File: config.mk
export PLATFORM = sky130hd
export DESIGN_NAME = btn_rr_arbiter
export DESIGN_NICKNAME = d
export VERILOG_FILES = /design/src/rtl/btn_arb_pkg.sv /design/src/rtl/rise_detect.sv /design/src/rtl/btn_rr_arbiter.sv
export SDC_FILE = /design/constraint.sdc
export NUM_CORES = 1
export LEC_CHECK = 0
export ABC_AREA = 0
export CAP_MARGIN = 0
export CORE_UTILIZATION = 47
export DETAILED_ROUTE_END_ITERATION = 8
export GPL_ROUTABILITY_DRIVEN = 0
export PLACE_DENSITY = 0.79
export SLEW_MARGIN = 20
export SYNTH_ARGS = -nofsm -noshare
export SYNTH_HDL_FRONTEND = slang
export SYNTH_SLANG_ARGS = --single-unit
File: constraint.sdc
create_clock -name clk -period 3.3 [get_ports clk]
set_input_delay 0.495 -clock clk [delete_from_list [all_inputs] [get_ports clk]]
set_output_delay 0.495 -clock clk [all_outputs]
set_load 0.03 [all_outputs]
File: src/rtl/btn_arb_pkg.sv
// Shared types and the round-robin selection helper for the button arbiter.
package btn_arb_pkg;

  typedef enum logic [0:0] {IDLE = 1'b0, OFFER = 1'b1} arb_state_t;

  localparam int N_REQ_DEF = 4;
  localparam int N_REQ_MAX = 16;

  // First set bit of pend searching ptr, ptr+1, ... and wrapping past n-1 to 0.
  function automatic int rr_pick(input logic [N_REQ_MAX-1:0] pend, input int ptr, input int n);
    int   idx;
    int   pick;
    logic found;
    pick  = ptr;
    found = 1'b0;
    for (int k = 0; k < N_REQ_MAX; k++) begin
      idx = ptr + k;
      if (idx >= n) idx = idx - n;
      if ((k < n) && !found && pend[idx[3:0]]) begin
        pick  = idx;
        found = 1'b1;
      end
    end
    return pick;
  endfunction

endpackage

File: src/rtl/rise_detect.sv
// One-cycle rising-edge pulse from a synchronised level. The history register
// resets high so a button held through reset release is not seen as a press.
module rise_detect (
  input  logic clk,
  input  logic reset,
  input  logic lvl,
  output logic rise
);

  logic prev;

  always_ff @(posedge clk or negedge reset) begin
    if (!reset) prev <= 1'b1;
    else        prev <= lvl;
  end

  assign rise = lvl & ~prev;

endmodule

File: src/rtl/btn_rr_arbiter.sv
// Turns button presses into pending requests and grants them one at a time,
// round-robin, to a shared consumer over a valid/ready handshake.
module btn_rr_arbiter
  import btn_arb_pkg::*;
#(
  parameter int N_REQ  = N_REQ_DEF,
  parameter int IDX_W  = $clog2(N_REQ),
  parameter int DROP_W = 8
) (
  input  logic              clk,
  input  logic              reset,
  input  logic [N_REQ-1:0]  btn_lvl,
  input  logic              cmd_ready,
  output logic              cmd_valid,
  output logic [IDX_W-1:0]  cmd_idx,
  output logic [N_REQ-1:0]  grant_onehot,
  output logic [N_REQ-1:0]  pending,
  output logic [DROP_W-1:0] drop_cnt,
  output logic              busy
);

  arb_state_t             state;
  logic [IDX_W-1:0]       ptr;
  logic [IDX_W-1:0]       pick_idx;
  logic [N_REQ_MAX-1:0]   pend_ext;
  logic [N_REQ-1:0]       rise;
  logic [N_REQ-1:0]       clr;
  logic [N_REQ-1:0]       drop;
  logic                   accept;

  // Adds the number of dropped channels, clamping at all-ones instead of wrapping.
  function automatic logic [DROP_W-1:0] sat_add(input logic [DROP_W-1:0] acc,
                                                input logic [N_REQ-1:0]  hits);
    logic [DROP_W+4:0] sum;
    sum = {5'd0, acc};
    for (int i = 0; i < N_REQ; i++) sum = sum + (DROP_W+5)'(hits[i]);
    if (sum > {5'd0, {DROP_W{1'b1}}}) return {DROP_W{1'b1}};
    return sum[DROP_W-1:0];
  endfunction

  for (genvar g = 0; g < N_REQ; g++) begin : g_rise
    rise_detect u_rise (
      .clk   (clk),
      .reset (reset),
      .lvl   (btn_lvl[g]),
      .rise  (rise[g])
    );
  end

  always_comb begin
    pend_ext             = '0;
    pend_ext[N_REQ-1:0]  = pending;
    pick_idx             = IDX_W'(rr_pick(pend_ext, int'(ptr), N_REQ));
  end

  // A press landing on the channel being accepted survives; otherwise a press
  // on an already-pending channel is lost and counted.
  assign accept = (state == OFFER) && cmd_ready;
  assign clr    = accept ? (N_REQ'(1) << cmd_idx) : '0;
  assign drop   = rise & pending & ~clr;

  always_ff @(posedge clk or negedge reset) begin
    if (!reset) begin
      state    <= IDLE;
      pending  <= '0;
      ptr      <= '0;
      cmd_idx  <= '0;
      drop_cnt <= '0;
    end else begin
      pending  <= (pending & ~clr) | rise;
      drop_cnt <= sat_add(drop_cnt, drop);
      case (state)
        IDLE: begin
          if (|pending) begin
            cmd_idx <= pick_idx;
            state   <= OFFER;
          end
        end
        OFFER: begin
          if (cmd_ready) begin
            ptr   <= (cmd_idx == IDX_W'(N_REQ-1)) ? '0 : cmd_idx + IDX_W'(1);
            state <= IDLE;
          end
        end
        default: state <= IDLE;
      endcase
    end
  end

  assign cmd_valid    = (state == OFFER);
  assign grant_onehot = cmd_valid ? (N_REQ'(1) << cmd_idx) : '0;
  assign busy         = (state != IDLE) || (|pending);

endmodule

==> impl_results.md <==
* Status: finished with violations
* Failing checks: negative setup slack
* Total core area at 3100 µm²
* Number of synthesis warnings at 0
* Inserted Clock Buffers at 3
* First-pass GRT wire length at 6200 µm
* Post-synth EDFFs at 0
* M1 WL at about 1600 µm
* Area grow syn2layout at 27.6%
* Routed length on met2 at approximately 1900 µm
* Setup ws final at -79.3 ps
* GRT Overall Usage at between 20% and 30%
* Cells after synthesis at ~160
* Total wire length at between 3000 and 4000 µm
* Layout cell share with drive strength beyond 1 at around a fifth
* Multi-input gate area at 966 µm²
* Critical hold path startpoint: drop_cnt[7]$_DFF_PN0_
* WL met3 at 122 µm
* Initial core utilization at 50.2%
* RSZ-0062 raised after global routing: true
* Slew @ Worst Pin at around 900 ps
* Drt first pass iters at 4
* R2R depth at 15
* Die W at between 50 and 60 µm
* Nets@finish at 225
* Hold Crit Class: reg2reg
* Fmax at 296 MHz
* Register Area at 533 µm²
* Post-Layout Inst Area at 1990 µm²
* Filler cells at ~270
* Crit path capture type: flip-flop
* WL/cell at 15.0 µm
* WHS Endpoint: drop_cnt[7]$_DFF_PN0_
* Setup slack, reg-to-reg at -80 ps
* Fin crit share at 102%
* Max-Slew Margin vs Limit at between 30% and 40%
* FF+latch count, synth at 21
* Most frequent cells in the layout: clkdlybuf4s50_1 (26), nand2_1 (24), dfrtp_1 (15), buf_4 (15), ha_1 (11)
* Ys async rst share at 100%
* CTS Hold Bufs at 0
* DP Wirelength at approximately 2800 µm
* Final setup violation count at 1
* Crit path launch type: flip-flop
* CTS tree: done
* Util after Layout at 64.0%
* Tightest hold margin at 569 ps
* Leakage power at 0.876 nW
* Row Count at 20
* Most common cell after layout, fill and taps aside: clkdlybuf4s50_1
* Die H at around 60 µm
* Vias at 1375
* Initial antenna violation count at 0
* Crit Path Category: reg2reg
* Slew Viols, Final at 0
* Port bufs at 26
* Post-synth cell types at 50
* Cell Area, Synth at about 1600 µm²
* Critical Path AT at between 3000 and 4000 ps
* Max-Cap Viols at 0
* TNS Setup at -79.3 ps
* Syn nets at 186
* Clock root buffer: clkbuf_4
* Initial DRC count at 73
* PwrDens at 929 nW/µm²
* Worst skew pair latency at roughly 310 ps
* CP Max Fanout at 3
* Vias in the first global route at 1318
* CP required at 3500 ps
* Vias per cell at roughly 5.6
* Worst r2r dst: drop_cnt[6]$_DFF_PN0_
* Largest net degree at the start of global routing at 22
* CTS H-tree depth at 1
* DR DRC count at 0
* Period minus WS final at ~3400 ps
* N_diodes at 0
* Total gr overflow at 0
* Hold Vio Cnt, Final at 0
* Clock Tree Buf Depth at 2
* Hold Path Depth at 1
* Reg2reg start: cmd_idx[1]$_DFFE_PN0P_
* CTS clk-pin slew, worst paths at roughly 120 ps
* Die area at around 3500 µm²
* Post-synthesis sequential area ratio at between 30% and 40%
* Main synth FF type: dfrtp_1
* Sink Count at 21
* VDD IR max at 608 µV
* I/O pins at 27
* Synth Area per Inst at 9.50 µm²
* Final Skew at roughly 4.2 ps
* Cell Area, Placed at 1940 µm²
* ANT nets after route at 0
* DR top layer: met4
-- worst max path at each step --
stage | slack [ps] | start | cells after the start | to
detailed placement | -420 | cmd_ready | 13 | drop_cnt[6]$_DFF_PN0_
global route | -190 | cmd_idx[1]$_DFFE_PN0P_ | 15 | drop_cnt[6]$_DFF_PN0_
floorplan | -280 | cmd_idx[0]$_DFFE_PN0P_ | 15 | drop_cnt[6]$_DFF_PN0_
finish | -80 | cmd_idx[1]$_DFFE_PN0P_ | 15 | drop_cnt[6]$_DFF_PN0_
global placement | -340 | cmd_ready | 13 | drop_cnt[6]$_DFF_PN0_
CTS | -120 | cmd_idx[1]$_DFFE_PN0P_ | 15 | drop_cnt[6]$_DFF_PN0_
-- cell families after synthesis --
family / share of synthesized area (%)
xor gates and xnor gates: 4.42
and+or+nand+nor: 24.9
DFF: 34.1
adders and majority gates: 13.0
muxes: 6.59
buffers and inverters: 5.14
AOI/OAI and AO/OA: 11.9
-- flip-flops by register name, indices dropped and copies added (netlist names) --
name,cells
cmd_idx,2
pending,4
drop_cnt,8
cmd_valid,1
g_rise.u_rise.prev,4
ptr,2
-- layout make-up --
type	count	share of cell area [%]
tap	44	2.77
multi-input combinational	127	48.6
sequential	21	26.8
timing repair buffer	41	18.8
clock buffer	4	1.32
inverter	9	1.70
-- cell usage after synthesis (all sizes together), types with 3 or more instances --
master | count | area share [%]
nand2 | 25 | 6.2
dfrtp | 17 | 27
ha | 13 | 10
inv | 9 | 2.2
mux2i | 8 | 5.1
nand2b | 8 | 3.2
and2 | 6 | 2.4
nor2 | 6 | 1.4
nand3 | 5 | 1.6
o21ai | 5 | 1.6
xor2 | 5 | 3.3
a21oi | 4 | 1.3
buf | 4 | 2.2
dfstp | 4 | 6.7
o31ai | 4 | 1.9
clkbuf | 3 | 0.72
nand4 | 3 | 1.2
-- layer usage --
layer | up-vias | track usage (%)
met5 | - | 0
met4 | 0 | 6.31
met3 | 6 | 4.15
met2 | 37 | 41.4
met1 | 679 | 29.6
li1 | 653 | -
-- worst max-delay path: stages, from the launching register on --
cell and delay [ps]:
dfrtp_2 390, inv_2 40, ha_2 160, and2_4 150, a21o_1 170, nor2_2 100
ha_1 250, fa_1 500, ha_2 190, inv_2 40, fa_2 360, or4bb_4 510
nand4_1 100, o211ai_1 110, xor2_1 140, nand2_1 60
-- power by group --
| part | switching (mW) | internal [mW] | total [mW] | leakage [nW] |
|---|---|---|---|---|
| clock | 0.0829 | 0.0472 | 0.130 | 0.0150 |
| sequential | 0.188 | 0.352 | 0.540 | 0.236 |
| combinational | 0.628 | 0.548 | 1.18 | 0.625 |
| total | 0.899 | 0.947 | 1.85 | 0.876 |
-- what timing repair did --
item                                    4_1_cts  5_1_grt
gates resized for setup                       1        1
pin swaps                                     9        6
endpoints found under the hold margin         0        0
setup buffers                                 1        1
endpoints found under the setup margin        1        7
-- per-stage QoR --
stage / total power, mW / setup WS (ps) / cells
global placement: 1.64 / -341 / 240
detailed placement: 1.70 / -425 / 240
CTS: 1.84 / -117 / 245
global route: 1.98 / -193 / 246
floorplan: 1.30 / -279 / 164
finish: 1.85 / -79.3 / 246
Power figures use the tool's default switching activity.
